[config.mk]
export PLATFORM = sky130hd
export DESIGN_NAME = abro_stimulus_driver
export DESIGN_NICKNAME = d
export VERILOG_FILES = /design/src/rtl/abro_stimulus_driver.sv
export SDC_FILE = /design/constraint.sdc
export NUM_CORES = 1
export LEC_CHECK = 0
export CAP_MARGIN = 20
export CORE_UTILIZATION = 35
export DETAILED_ROUTE_END_ITERATION = 8
export PLACE_DENSITY = 0.57
export SETUP_SLACK_MARGIN = 0.15
export SLEW_MARGIN = 20
export SYNTH_ARGS = -nofsm -noshare
export SYNTH_HDL_FRONTEND = slang
export SYNTH_SLANG_ARGS = --single-unit
[constraint.sdc]
create_clock -name clk -period 2.4 [get_ports clk]
set_clock_uncertainty 0.1 [all_clocks]
set_input_delay 0.48 -clock clk [delete_from_list [all_inputs] [get_ports clk]]
set_output_delay 0.48 -clock clk [all_outputs]
set_load 0.005 [all_outputs]
[src/rtl/abro_stimulus_driver.sv]
// Initiating end of the ABRO handshake: pulses a/b at programmed delays, then
// waits a bounded number of cycles for o and reports pass/fail.
module abro_stimulus_driver #(
  parameter int unsigned CNT_W   = 8,
  parameter int unsigned TIMEOUT = 16
) (
  input  logic             clk,
  input  logic             reset,
  input  logic             cmd_valid,
  output logic             cmd_ready,
  input  logic [CNT_W-1:0] cmd_delay_a,
  input  logic [CNT_W-1:0] cmd_delay_b,
  output logic             a,
  output logic             b,
  input  logic             o,
  output logic             done,
  output logic             pass,
  output logic [1:0]       state
);

  localparam int unsigned     TO_W    = $clog2(TIMEOUT + 1);
  localparam logic [TO_W-1:0] TO_LAST = TO_W'(TIMEOUT - 1);

  typedef enum logic [1:0] {
    S_IDLE = 2'd0,
    S_RUN  = 2'd1,
    S_WAIT = 2'd2,
    S_DONE = 2'd3
  } state_t;

  state_t           state_q, state_d;
  logic [CNT_W-1:0] da_q, db_q, run_cnt, run_last;
  logic [TO_W-1:0]  to_cnt;
  logic             fired_a, fired_b, pass_q;

  // RUN ends at the larger delay, so the counter never has to wrap.
  assign run_last = (da_q > db_q) ? da_q : db_q;

  always_ff @(posedge clk) begin
    if (reset) state_q <= S_IDLE;
    else       state_q <= state_d;
  end

  always_comb begin
    state_d = state_q;
    case (state_q)
      S_IDLE: if (cmd_valid) state_d = S_RUN;
      S_RUN: begin
        if (o)                         state_d = S_DONE;
        else if (run_cnt == run_last)  state_d = S_WAIT;
      end
      S_WAIT: if (o || to_cnt == TO_LAST) state_d = S_DONE;
      S_DONE: state_d = S_IDLE;
      default: state_d = S_IDLE;
    endcase
  end

  always_comb begin
    cmd_ready = (state_q == S_IDLE);
    a         = (state_q == S_RUN) && !fired_a && (run_cnt == da_q);
    b         = (state_q == S_RUN) && !fired_b && (run_cnt == db_q);
    done      = (state_q == S_DONE);
    pass      = pass_q;
    state     = state_q;
  end

  always_ff @(posedge clk) begin
    if (reset) begin
      da_q    <= '0;
      db_q    <= '0;
      run_cnt <= '0;
      to_cnt  <= '0;
      fired_a <= 1'b0;
      fired_b <= 1'b0;
      pass_q  <= 1'b0;
    end else begin
      case (state_q)
        S_IDLE: begin
          if (cmd_valid) begin
            da_q    <= cmd_delay_a;
            db_q    <= cmd_delay_b;
            run_cnt <= '0;
            fired_a <= 1'b0;
            fired_b <= 1'b0;
            pass_q  <= 1'b0;
          end
        end
        S_RUN: begin
          if (a) fired_a <= 1'b1;
          if (b) fired_b <= 1'b1;
          if (!o && run_cnt != run_last) run_cnt <= run_cnt + CNT_W'(1);
          to_cnt <= '0;
        end
        S_WAIT: begin
          if (o)                      pass_q <= 1'b1;
          else if (to_cnt != TO_LAST) to_cnt <= to_cnt + TO_W'(1);
        end
        default: ;
      endcase
    end
  end

endmodule
==> run_results.csv, run 1 <==
group,metric,value,unit
hold_path,hold_path_depth,2,
die,die_w,78.6,um
finish,nets,355,
global_routing,globalRouteOverflowTotal,0,
finish,final_common_cell,"nand2_1",
placement,dp.cells,378,
status,outcome,"complete, no violations",
drt,drt_first_pass_iters,4,
clock_network,clk_pin_slew_worst_paths,70,ps
finish,final_cells,393,
global_routing,grt_first_pass_wirelength,9110,um
drt,num_vias,2012,
synth,synth_xor_area_share,7.24,%
setup_path,cp-start-kind,"flip-flop",
synth,syn-num-nets,296,
finish,finalCoreUtilization,51.6,%
synth,ys_warn_count,0,
power,total_power,2490,uW
synth,synth_top_cell_by_area,"dfxtp_1",
die,start_util,36.9,%
global_routing,antenna_found_initial,0,
sta,rsz0062_at_grt,"yes",
sta,fmax,441,MHz
power,power.static_leakage,0.00110,uW
finish,layout_common_cells,"46 x nand2_1, 38 x buf_4, 29 x a21oi_1",
power,ir_drop,0.370,mV
clock_network,cts_sinks,34,
synth,syn_inst,261,
finish,num_antenna_cells,0,
clock_network,tritoncts,"done",
sta,slew_headroom,80.5,%
clock_network,cts_made_buffers,5,
clock_network,h-tree-depth,2,
hold_path,hold_class,"reg -> reg",
drt,post-route-drc-count,0,
synth,synth-simple-area-share,28.2,%
synth,synth_area_leaders,"dfxtp_1 33%, ha_1 9.1%, nand2_1 8.4%",
sta,drv_slew,0,
synth,synthAdderAreaFrac,9.13,%
clock_network,cts_buffer_depth,2,
setup_path,critPathKind,"reg -> reg",
hold_path,hold_path.startpoint,"da_q[0]",
sta,final.min_clock_period,2270,ps
synth,syn_avg_cell_area,7.88,sq um
setup_path,endpoint_kind,"flip-flop",
sta,tightest_slew,291,ps
setup_path,crit_fanout,6,
setup_path,r2r_start,"db_q[6]",
die,die_y,78.6,um
setup_path,r2r_cells,8,
placement,port_buffers,26,
synth,yosysUniqueCellTypes,42,
drt,routedWlPerCell,13.5,um
die,rows,27,
die,ios,27,
finish,syn2layout_area_growth,39.9,%
setup_path,path_buf_inv,1,
setup_path,path_cells,"inv_2 > ha_4 > nand4_1 > nor2_2 > nor2b_2 > or4_4 > and3_4 > a311o_1",
synth,ys_seq_area_share,33.1,%
synth,synth_top_area_share,33.1,%
synth,synth_area,2060,sq um
global_routing,first_global_vias,1957,
power,powerDensity,867,nW/um^2
clock_network,ctsRootBufferMaster,"clkbuf_8",
setup_path,r2r_slack,130,ps
finish,fill_cells,529,
finish,drive_gt1_share,28.7,%
setup_path,cp_top_family,"simple AND/OR/NAND/NOR gates",
sta,holdWs,388,ps
setup_path,cp_data_required_time,2470,ps
synth,synth_compound_area_share,16.0,%
sta,post-route-period-util,94.5,%
clock_network,clock_latency,280,ps
setup_path,critical_path_arrival,2340,ps
placement,place_hpwl,3810,um
synth,synth_top_family_by_area,"simple AND/OR/NAND/NOR gates",
synth,synthMuxAreaShare,0.487,%
synth,synth_seq_cells,34,
drt,drt_iter0_drc,99,
setup_path,r2r_end,"run_cnt[5]",
sta,hold_viol_final,0,
job,maxCapViolations,0,
drt,drt-vias-per-instance,5.12,
sta,setup_viol,0,
setup_path,slowest_stage,"or4_4",
global_routing,grt_usage,19.0,%
setup_path,slowest_delay,530,ps
die,core,5570,sq um
placement,finalWeightedCongestion,0.830,
drt,routed_wl,5300,um
die,design.die.area,6180,sq um
drt,final_antenna_net_count,0,
hold_path,hold-path-endpoint,"da_q[0]",
global_routing,grt_max_degree,20,
where the power goes:
| group | internal, uW | leakage, uW | switching, uW |
|---|---|---|---|
| clock network | 231 | 0.0000472 | 218 |
| logic | 623 | 0.000773 | 701 |
| registers | 649 | 0.000283 | 69.5 |
| total | 1500 | 0.00110 | 989 |
registers in the layout, summed over array words and instances, names as in the netlist:
register,cells
pass,1
db_q,8
da_q,8
run_cnt,8
fired_b,1
to_cnt,5
state,2
fired_a,1
per-layer routing:
metal	up-vias	GRT usage (%)	share of wire (%)
met5	-	0	0
met4	0	7.59	1.7
met3	7	3.49	4.3
met2	44	29.8	44
met1	919	25.4	50
li1	1042	-	-
worst max-delay path by stage:
stage	startpoint	endpoint	slack [ps]	cells past startpoint
global placement	run_cnt[5]	a	-40	6
global route	db_q[6]	run_cnt[2]	20	9
floorplan	db_q[5]	run_cnt[1]	150	9
finish	db_q[6]	run_cnt[5]	130	8
CTS	da_q[4]	a	110	6
detailed placement	da_q[5]	a	20	6
worst min-delay path, cell delays in order, from the launching register on:
cell and delay, ps:
dfxtp_1 330, nand2_1 60, a21oi_1 50
Yosys cell counts:
| cell type | instances |
|---|---|
| nand2_1 | 46 |
| dfxtp_1 | 34 |
| a21oi_1 | 29 |
| ha_1 | 15 |
| nand4_1 | 15 |
| inv_1 | 12 |
| xnor2_1 | 9 |
| nand3_1 | 8 |
| nor2_1 | 8 |
| xor2_1 | 8 |
| clkbuf_1 | 7 |
| nor2b_1 | 6 |
| nor3_1 | 6 |
| a31oi_1 | 5 |
| buf_2 | 5 |
| o211ai_1 | 5 |
| or4_1 | 5 |
| o21ai_0 | 4 |
| a211o_1 | 3 |
| nand2b_1 | 3 |
| nor4_1 | 3 |
| a21o_1 | 2 |
| a311o_1 | 2 |
| and3_1 | 2 |
| nand4_2 | 2 |
| a211oi_1 | 1 |
| a21oi_2 | 1 |
| a31o_2 | 1 |
| and2_0 | 1 |
| and2_1 | 1 |
| and3_4 | 1 |
| buf_1 | 1 |
| buf_6 | 1 |
| clkinv_1 | 1 |
| inv_2 | 1 |
| mux2i_1 | 1 |
| nand3b_1 | 1 |
| nand4b_1 | 1 |
| nor2_2 | 1 |
| o2111ai_1 | 1 |
| or2_2 | 1 |
| or4_4 | 1 |
area by class of cell:
class | count | area, sq um | area share (%)
clock buffer | 6 | 82.6 | 2.87
clock inverter | 2 | 12.5 | 0.435
inverter | 14 | 52.6 | 1.83
multi-input combinational | 200 | 1390 | 48.4
sequential | 34 | 698 | 24.3
tap | 72 | 90.1 | 3.13
timing repair buffer | 65 | 547 | 19.0
stage by stage:
stage	area (sq um)	worst slack [ps]	TNS, ps
finish	2880	132	0
global route	2880	21.4	0
CTS	2840	113	0
detailed placement	2610	15.1	0
global placement	2610	-43.3	-43.3
floorplan	2080	146	0
cells by family after synthesis:
| logic type | after synthesis |
|---|---|
| flip-flops | 34 |
| adder cells (fa/ha/maj) | 15 |
| AO/OA/AOI/OAI | 54 |
| buffers and inverters | 28 |
| XOR/XNOR | 17 |
| multiplexers | 1 |
| AND/OR/NAND/NOR | 112 |
what timing repair did:
| item | 4_1_cts | 5_1_grt |
|---|---|---|
| buffers inserted | 3 | 3 |
| pin swaps | 8 | 3 |
| hold buffers | 0 | 0 |
| resized for setup | 24 | 10 |
| setup endpoints to repair | 10 | 11 |
| cloned | 1 | 0 |
(Power assumes the default switching activity.)
==> inputs of run 2 (changes only) <==
--- a/config.mk
+++ b/config.mk
@@ -7,6 +7,7 @@
 export LEC_CHECK = 0
 export CAP_MARGIN = 20
 export CORE_UTILIZATION = 35
+export CTS_CLUSTER_DIAMETER = 60
 export DETAILED_ROUTE_END_ITERATION = 8
 export PLACE_DENSITY = 0.57
 export SETUP_SLACK_MARGIN = 0.15
==> results of run 2 <==
No change in the layout: final DEF, timing and power equal those of run 1.
==> inputs of run 3 (changes only) <==
--- a/config.mk
+++ b/config.mk
@@ -8,6 +8,7 @@
 export CAP_MARGIN = 20
 export CORE_UTILIZATION = 35
 export CTS_CLUSTER_DIAMETER = 60
+export CTS_CLUSTER_SIZE = 10
 export DETAILED_ROUTE_END_ITERATION = 8
 export PLACE_DENSITY = 0.57
 export SETUP_SLACK_MARGIN = 0.15
==> results of run 3 <==
No change in the layout: final DEF, timing and power equal those of run 1.
